==> src/rtl/edge_pkg.sv <==
// Shared constants and FSM state type for the Sobel gradient stage.
// Tile geometry, output count and magnitude saturation limit live here.
package edge_pkg;

    localparam int TILE_W  = 4;
    localparam int N_OUT   = 4;
    localparam int MAG_SAT = 255;

    typedef enum logic [1:0] {
        IDLE    = 2'd0,
        LATCH   = 2'd1,
        COMPUTE = 2'd2,
        DONE    = 2'd3
    } state_t;

endpackage

==> src/rtl/flex_counter.sv <==
// Generic up-counter with synchronous clear and enable; wraps at 2**WIDTH.
// Count is registered: one cycle from enable to new value.
module flex_counter #(
    parameter int WIDTH = 2
) (
    input  logic             clk,
    input  logic             rst,
    input  logic             clear_i,
    input  logic             count_en_i,
    output logic [WIDTH-1:0] count_o
);

    logic [WIDTH-1:0] count_q;
    logic [WIDTH-1:0] count_d;

    always_comb begin
        count_d = count_q;
        if (clear_i) begin
            count_d = '0;
        end else if (count_en_i) begin
            count_d = count_q + 1'b1;
        end
    end

    always_ff @(posedge clk) begin
        if (rst) begin
            count_q <= '0;
        end else begin
            count_q <= count_d;
        end
    end

    assign count_o = count_q;

endmodule

==> src/rtl/gradient_filter.sv <==
// Sobel gradient magnitude and edge flags for the four centres of a 4x4 tile; start -> grad_valid in 6 cycles.
// Starts are ignored while busy. Optional dir_out when GRADIENT_DIRECTION_EN is defined.
module gradient_filter
    import edge_pkg::*;
(
    input  logic                          clk,
    input  logic                          rst,
    input  logic                          start,
    input  logic [TILE_W*TILE_W*8-1:0]    blur_in,
    input  logic [7:0]                    threshold,
    output logic                          busy,
    output logic [N_OUT*8-1:0]            grad_out,
    output logic [N_OUT-1:0]              edge_out,
    output logic                          grad_valid
`ifdef GRADIENT_DIRECTION_EN
    ,
    output logic [N_OUT*2-1:0]            dir_out
`endif
);

    state_t state_q, state_d;
    logic [1:0] idx;

    logic [TILE_W*TILE_W*8-1:0] tile_q;
    logic [7:0]                 thr_q;
    logic [N_OUT*8-1:0]         grad_part_q, grad_nx, grad_out_q;
    logic [N_OUT-1:0]           edge_part_q, edge_nx, edge_out_q;

    logic [7:0]         p [0:2][0:2];
    logic [1:0]         rr [0:2];
    logic [1:0]         cc [0:2];
    logic [9:0]         lsum, rsum, tsum, bsum;
    logic signed [10:0] gx, gy;
    logic [10:0]        ngx, ngy;
    logic [9:0]         ax, ay;
    logic [11:0]        mag;
    logic [7:0]         sat;

    flex_counter #(.WIDTH(2)) u_idx (
        .clk        (clk),
        .rst        (rst),
        .clear_i    (state_q == LATCH),
        .count_en_i (state_q == COMPUTE),
        .count_o    (idx)
    );

    always_comb begin
        state_d = state_q;
        case (state_q)
            IDLE:    if (start) state_d = LATCH;
            LATCH:   state_d = COMPUTE;
            COMPUTE: if (idx == 2'd3) state_d = DONE;
            DONE:    state_d = IDLE;
            default: state_d = IDLE;
        endcase
    end

    // 3x3 window around centre (idx[1]+1, idx[0]+1)
    always_comb begin
        for (int i = 0; i < 3; i++) begin
            rr[i] = {1'b0, idx[1]} + 2'(i);
            cc[i] = {1'b0, idx[0]} + 2'(i);
        end
        for (int i = 0; i < 3; i++) begin
            for (int j = 0; j < 3; j++) begin
                p[i][j] = tile_q[{rr[i], cc[j], 3'b000} +: 8];
            end
        end
        lsum = 10'(p[0][0]) + {1'b0, p[1][0], 1'b0} + 10'(p[2][0]);
        rsum = 10'(p[0][2]) + {1'b0, p[1][2], 1'b0} + 10'(p[2][2]);
        tsum = 10'(p[0][0]) + {1'b0, p[0][1], 1'b0} + 10'(p[0][2]);
        bsum = 10'(p[2][0]) + {1'b0, p[2][1], 1'b0} + 10'(p[2][2]);
        gx   = $signed({1'b0, rsum}) - $signed({1'b0, lsum});
        gy   = $signed({1'b0, bsum}) - $signed({1'b0, tsum});
        ngx  = -gx;
        ngy  = -gy;
        ax   = gx[10] ? ngx[9:0] : gx[9:0];
        ay   = gy[10] ? ngy[9:0] : gy[9:0];
        mag  = {2'b00, ax} + {2'b00, ay};
        sat  = (mag > 12'(MAG_SAT)) ? 8'(MAG_SAT) : mag[7:0];

        grad_nx = grad_part_q;
        grad_nx[{idx, 3'b000} +: 8] = sat;
        edge_nx = edge_part_q;
        edge_nx[idx] = (sat >= thr_q);
    end

    always_ff @(posedge clk) begin
        if (rst) begin
            state_q     <= IDLE;
            tile_q      <= '0;
            thr_q       <= '0;
            grad_part_q <= '0;
            edge_part_q <= '0;
            grad_out_q  <= '0;
            edge_out_q  <= '0;
        end else begin
            state_q <= state_d;
            if (state_q == LATCH) begin
                tile_q <= blur_in;
                thr_q  <= threshold;
            end
            // Visible outputs change only when the last centre lands.
            if (state_q == COMPUTE) begin
                grad_part_q <= grad_nx;
                edge_part_q <= edge_nx;
                if (idx == 2'd3) begin
                    grad_out_q <= grad_nx;
                    edge_out_q <= edge_nx;
                end
            end
        end
    end

`ifdef GRADIENT_DIRECTION_EN
    logic [1:0]         dir_cur;
    logic [N_OUT*2-1:0] dir_part_q, dir_nx, dir_out_q;

    always_comb begin
        if ({1'b0, ay, 1'b0} < {2'b00, ax}) begin
            dir_cur = 2'd0;
        end else if ({1'b0, ax, 1'b0} < {2'b00, ay}) begin
            dir_cur = 2'd1;
        end else if (gx[10] == gy[10]) begin
            dir_cur = 2'd2;
        end else begin
            dir_cur = 2'd3;
        end
        dir_nx = dir_part_q;
        dir_nx[{idx, 1'b0} +: 2] = dir_cur;
    end

    always_ff @(posedge clk) begin
        if (rst) begin
            dir_part_q <= '0;
            dir_out_q  <= '0;
        end else if (state_q == COMPUTE) begin
            dir_part_q <= dir_nx;
            if (idx == 2'd3) dir_out_q <= dir_nx;
        end
    end

    assign dir_out = dir_out_q;
`endif

    assign busy       = (state_q != IDLE);
    assign grad_valid = (state_q == DONE);
    assign grad_out   = grad_out_q;
    assign edge_out   = edge_out_q;

endmodule

==> config.mk <==
export PLATFORM = sky130hd
export DESIGN_NAME = gradient_filter
export DESIGN_NICKNAME = d
export VERILOG_FILES = /design/src/rtl/edge_pkg.sv /design/src/rtl/flex_counter.sv /design/src/rtl/gradient_filter.sv
export SDC_FILE = /design/constraint.sdc
export NUM_CORES = 1
export LEC_CHECK = 0
export ABC_CLOCK_PERIOD_IN_PS = 8000
export BUFFER_PORTS_ARGS = -buffer_cell sky130_fd_sc_hd__buf_2
export CAP_MARGIN = 20
export CORE_MARGIN = 2
export CORE_UTILIZATION = 45
export CTS_BUF_LIST = sky130_fd_sc_hd__clkbuf_4 sky130_fd_sc_hd__clkbuf_8
export DETAILED_ROUTE_END_ITERATION = 8
export HOLD_SLACK_MARGIN = 0.12
export PLACE_DENSITY = 0.67
export SETUP_SLACK_MARGIN = 0.02
export SYNTH_ARGS = -nofsm -noshare
export SYNTH_HDL_FRONTEND = slang
export SYNTH_HIERARCHICAL = 1
export SYNTH_SLANG_ARGS = --single-unit
==> constraint.sdc <==
create_clock -name clk -period 8 [get_ports clk]
set_input_delay 0 -clock clk [delete_from_list [all_inputs] [get_ports clk]]
set_output_delay 0 -clock clk [all_outputs]
set_load 0.005 [all_outputs]
# After elaboration in Yosys (flattened, before gate mapping)
# Cells that the tools add are included.
# op_classes
add_sub_neg	19
n_lt_le_gt_ge	4
eq_ne	6
n_shift	10
mux	10
reduce_logical	6
# ops
operator	count
$shiftx 128x8->8	5
$shiftx 128x7->8	3
$add 10x8->10	4
$add 8x9->10	4
$bwmux 32	1
$shift 8x7->32 const A	1
$shiftx 8x7->32	1
$sub 10x10->11	2
$mux 10	2
$neg 10->10	2
$add 10x10->11	1
$gt 11x8->1 const B	1
$ge 8x8->1	1
$mux 8	1
$pmux 2 s4	1
$neg 5->7	1
$eq 2x2->1 const B	3
$add 1x1->2 const B	2
$add 1x2->2 const B	2
$bwmux 4	1
$mux 2	2
$ne 2x2->1 const B	2
$reduce_and 2->1	2
$lt 2x3->1 const B	1
other kinds (9)	9
# totals
ff_bits	212
inputBits	139
output_inout_bits	38
word_cells	63

# Longest topological paths before layout
# logic_depth
ltp_word	12
ltp_mapped	38
depth_no_buf	33

# Cells and area by module
# The synthesis kept the hierarchy.
# by_module_without_submodules
module	n_inst	cells_each	area_each_um2	seq_area_each_um2
gradient_filter	1	1291	12550.8	4184.0
flex_counter	1	8	85.1	40.0

# Least setup slack after synthesis
# OpenSTA, ideal clock, no wires.
# synth_timing
path_type	reg2reg
from	register u_idx.count_q[0] (netlist: u_idx/count_o[0])
to	register edge_out_q[0] (netlist: edge_out[0])
setup_ps	134
t_arrival_ps	8712
required_ps	7866
setup_slack_ps	-846
path_stages_with_launch	37
path_buffers	5
synth_period_minus_slack_ps	8846
cell_sequence	dfxtp_1 > buf_2 > buf_1 > buf_2 > clkbuf_1 > mux2i_1 > nor2_1 > a21oi_1 > fa_1 > fa_1 > inv_1 > fa_1 > inv_1 > ha_1 > clkbuf_1 > a21oi_1 > o21ai_0 > a21oi_1 > o21ai_0 > a21oi_1 > nand2_1 > xnor2_1 > ha_1 > a21o_2 > a21oi_1 > inv_1 > a2111oi_4 > nand4b_2 > inv_1 > ha_1 > nand2b_1 > a21o_1 > a21oi_1 > o21ai_0 > o41a_1 > mux2i_1 > a211oi_1
# synth_via
elab_chain_len	12
elab_cells_between_ends	36
classes_between	add/sub (15); order compare (4); eq/ne (1); shift (8); mux (6); reduce/logical (2)
# synth_lines
element	line	text
start, declared	flex_counter.sv:13	logic [WIDTH-1:0] count_q;
start signal, assigned	flex_counter.sv:29	count_q <= count_d;
$add 1x2->2 or $add 1x1->2 (tied branches)	gradient_filter.sv:62	cc[i] = {1'b0, idx[0]} + 2'(i);
$shiftx 128x8->8 or $shiftx 128x7->8 (tied branches)	gradient_filter.sv:66	p[i][j] = tile_q[{rr[i], cc[j], 3'b000} +: 8];
$add 8x9->10, on equally long branches	gradient_filter.sv:70, gradient_filter.sv:71, gradient_filter.sv:72	
$add 10x8->10, on equally long branches	gradient_filter.sv:70, gradient_filter.sv:71, gradient_filter.sv:72	
$sub 10x10->11, on equally long branches	gradient_filter.sv:73, gradient_filter.sv:74	
$neg 10->10, on equally long branches	gradient_filter.sv:75, gradient_filter.sv:76	
$mux 10, on equally long branches	gradient_filter.sv:77, gradient_filter.sv:78	
$add 10x10->11	gradient_filter.sv:79	mag = {2'b00, ax} + {2'b00, ay};
$gt 11x8->1	gradient_filter.sv:80	sat = (mag > 12'(MAG_SAT)) ? 8'(MAG_SAT) : mag[7:0];
$mux 8	gradient_filter.sv:80	
$ge 8x8->1	gradient_filter.sv:85	edge_nx[idx] = (sat >= thr_q);
$bwmux 4	gradient_filter.sv:85	
end signal, assigned	gradient_filter.sv:109	edge_out_q <= edge_nx;
end, declared	gradient_filter.sv:27	logic [N_OUT-1:0] edge_part_q, edge_nx, edge_out_q;
# Several ways; a longest one is shown, not always the timed one.
# A chain may end at the register's enable or synchronous reset.

# Worst setup path after layout
# Same ends and word-level chain as after synthesis.

==> out/qor.tcl <==
set qor(fp.dieArea_sq_um) 29440
set qor(layout-area-overhead-vs-synth_pct) 34.48
set qor(timing.slew.headroom) 0.2777
set qor(grt_pass1_vias) 11120
set qor(critPathLaunchType) {flop}
set qor(final.fill_count) 2230
set qor(tightestPinTransition_ps) 1083
set qor(timing.critical_path.slowest_stage_cell) {sky130_fd_sc_hd__fa_1}
set qor(die_height_um) 171.6
set qor(grt_first_pass_wirelength_mm) 58.50
set qor(place.port_buffers) 176
set qor(cp_data_arrival_time_ps) 8060
set qor(dr.pass1.iters) 5
set qor(dr_drc_count) 0
set qor(yosys.cell_types.count) 63
set qor(layout_common_cells) {209 x sky130_fd_sc_hd__dfxtp_1, 203 x sky130_fd_sc_hd__nor2_1, 176 x sky130_fd_sc_hd__buf_2, 163 x sky130_fd_sc_hd__dlygate4sd3_1, 159 x sky130_fd_sc_hd__mux2i_1}
set qor(cts_htree_levels) 2
set qor(critPathCaptureType) {flop}
set qor(tritoncts_num_sinks) 211
set qor(clock-skew-final_ps) 24.74
set qor(routed_wirelength_mm) 38.99
set qor(hold_ws_ps) 245.1
set qor(critical_path_peak_fanout) 23
set qor(max_clock_freq_mhz) 130.0
set qor(ys.flop_type) {sky130_fd_sc_hd__dfxtp_1}
set qor(status) {completed}
set qor(final-setup-viol-count) 0
set qor(vias_per_cell) 5.384
set qor(mostFrequentLayoutCell) {sky130_fd_sc_hd__dfxtp_1}
set qor(drive_above_1_share) 0.2473
set qor(largest_net_degree_at_the_start_of_global_routing) 102
set qor(max_cap_viol_count) 0
set qor(synth.ff_latch_count) 211
set qor(routability_congestion_estimate) 0.9307
set qor(finalCriticalPeriod_ps) 7693
set qor(clock_latency_ps) 540
set qor(yosys_warnings) 6
set qor(ioPinCount) 177
set qor(finalHoldViolations) 0
set qor(synthTopCellsByArea) {sky130_fd_sc_hd__dfxtp_1 33%, sky130_fd_sc_hd__mux2i_1 13%, sky130_fd_sc_hd__fa_1 9.3%, sky130_fd_sc_hd__nor2_1 6.0%, sky130_fd_sc_hd__ha_1 5.8%}
set qor(synth-edff-count) 0
set qor(max_root_sink_buffers) 3
set qor(grt_usage) 0.2554
set qor(cts_made_buffers) 38
set qor(syn_nets) 1556
set qor(synth_seq_area_share) 0.3343
set qor(postSynthCellCount) 1299
set qor(utilization_of_the_core_after_routing) 0.6133
set qor(crit_required_ps) 8370
set qor(synth_async_sr_flop_share) 0
set qor(initial_core_util) 0.4561
set qor(rows) 61
set qor(post-synth-top-area-cell) {sky130_fd_sc_hd__dfxtp_1}
set qor(timing.final.crit_share) 0.9617
set qor(avgSynthCellArea_sq_um) 9.727
set qor(grt_overflow_total) 0
set qor(worst-setup-path-type) {reg2reg}
set qor(antenna_found_initial) 2
set qor(slew_violations) 0
set qor(clkTransAtPathRegs_ps) 60
set qor(cts_tree) {done}
set qor(initial_drt_markers) 719
set qor(max_stage_delay_ps) 570
set qor(layout.nets) 1925
set qor(dp_hpwl_mm) 25.14
set qor(root_buffer) {sky130_fd_sc_hd__clkbuf_8}
set qor(syn_area_sq_um) 12640
set qor(num_vias) 11162
set qor(antenna_violating_nets_post_route) 0
set qor(synth_top_area_frac) 0.3343
set qor(die_width_um) 171.6
set qor(core_region_area_sq_um) 27710
set qor(wl_per_cell_um) 18.81
set qor(worst_hold_path_type) {in2reg}
[final cells by class]
class,instances,area [sq um],share of cell area
inverters,122,461.7,0.02717
diodes,1,2.502,0.0001473
multi-input cells,897,7858,0.4624
repair buffers,398,3090,0.1819
clock buffers,59,737.0,0.04337
well taps,378,473.0,0.02783
flip-flops and latches,211,4229,0.2489
clock inverters,7,141.4,0.008320
[synth_stat cells (22+ instances only)]
master	instances
sky130_fd_sc_hd__a221oi_1	28
sky130_fd_sc_hd__xnor2_1	23
sky130_fd_sc_hd__fa_1	59
sky130_fd_sc_hd__a211oi_1	22
sky130_fd_sc_hd__mux2i_1	160
sky130_fd_sc_hd__ha_1	59
sky130_fd_sc_hd__dfxtp_1	211
sky130_fd_sc_hd__nand2_1	33
sky130_fd_sc_hd__o21ai_0	31
sky130_fd_sc_hd__nor2_1	203
sky130_fd_sc_hd__inv_1	119
sky130_fd_sc_hd__clkbuf_1	41
sky130_fd_sc_hd__a21oi_1	59
sky130_fd_sc_hd__nor3_1	35
sky130_fd_sc_hd__mux4_2	31
[routing by layer]
layer | up-vias | global-route usage | part of all wire
li1 | 5239 | - | -
met1 | 5360 | 0.3056 | 0.39
met2 | 442 | 0.4467 | 0.50
met3 | 119 | 0.05223 | 0.067
met4 | 2 | 0.1043 | 0.039
met5 | - | 0 | 0.00028
[worst max-delay path, delay by kind of cell (launching register included)]
kind	cells	cell delay (ps)
compound gates	11	2000
xor+xnor	2	450
fa+ha+maj	6	2430
mux	2	690
flops	1	390
buf+inv	8	970
simple gates	3	550
[repair_timing]
action / 4_1_cts / 5_1_grt
endpoints found under the hold margin: 144 / 0
buffers inserted: 0 / 30
setup endpoints to repair: 0 / 7
gates resized for setup: 0 / 52
hold buffers: 163 / 0
[worst paths after layout]
| check | from | endpoint | slack [ps] | depth (start not counted) |
|---|---|---|---|---|
| worst max-delay path | u_idx/count_o[0] | edge_out[0] | 310 | 32 |
| worst min-delay path | blur_in[112] | tile_q[112] | 250 | 4 |
| worst min register to register | edge_part_q[1] | edge_part_q[1] | 460 | 2 |
| worst max register to register | u_idx/count_o[0] | edge_out[0] | 310 | 32 |
[sequential cells by signal (all words and copies together) (netlist names)]
register and flops:
u_idx/count_o 2, state_q 2, edge_out 4, thr_q 8
tile_q 128, grad_part_q 32, edge_part_q 3, grad_out 32
[cell families after synthesis]
| logic type | Yosys count | share of synthesized area |
|---|---|---|
| xor gates and xnor gates | 39 | 0.02763 |
| adders and majority gates | 118 | 0.1519 |
| DFF | 211 | 0.3343 |
| buffers and inverters | 191 | 0.06001 |
| and+or+nand+nor | 335 | 0.1207 |
| muxes | 204 | 0.1936 |
| AOI/OAI and AO/OA | 201 | 0.1119 |
[per-stage QoR]
step | setup WS [ps] | cell area [sq um] | TNS (ps) | std cells
2_1_floorplan | 35.68 | 12680 | 0 | 1299
3_3_place_gp | 180.9 | 13960 | 0 | 1810
3_5_place_dp | 71.28 | 13970 | 0 | 1811
4_1_cts | 44.78 | 16480 | 0 | 2040
5_1_grt | -78.17 | 16990 | -87.45 | 2073
6_report | 306.5 | 16990 | 0 | 2073
Power is left out: the tool's default activity adds up to more than one toggle a clock period on the data nets, which glitch-free logic cannot reach.
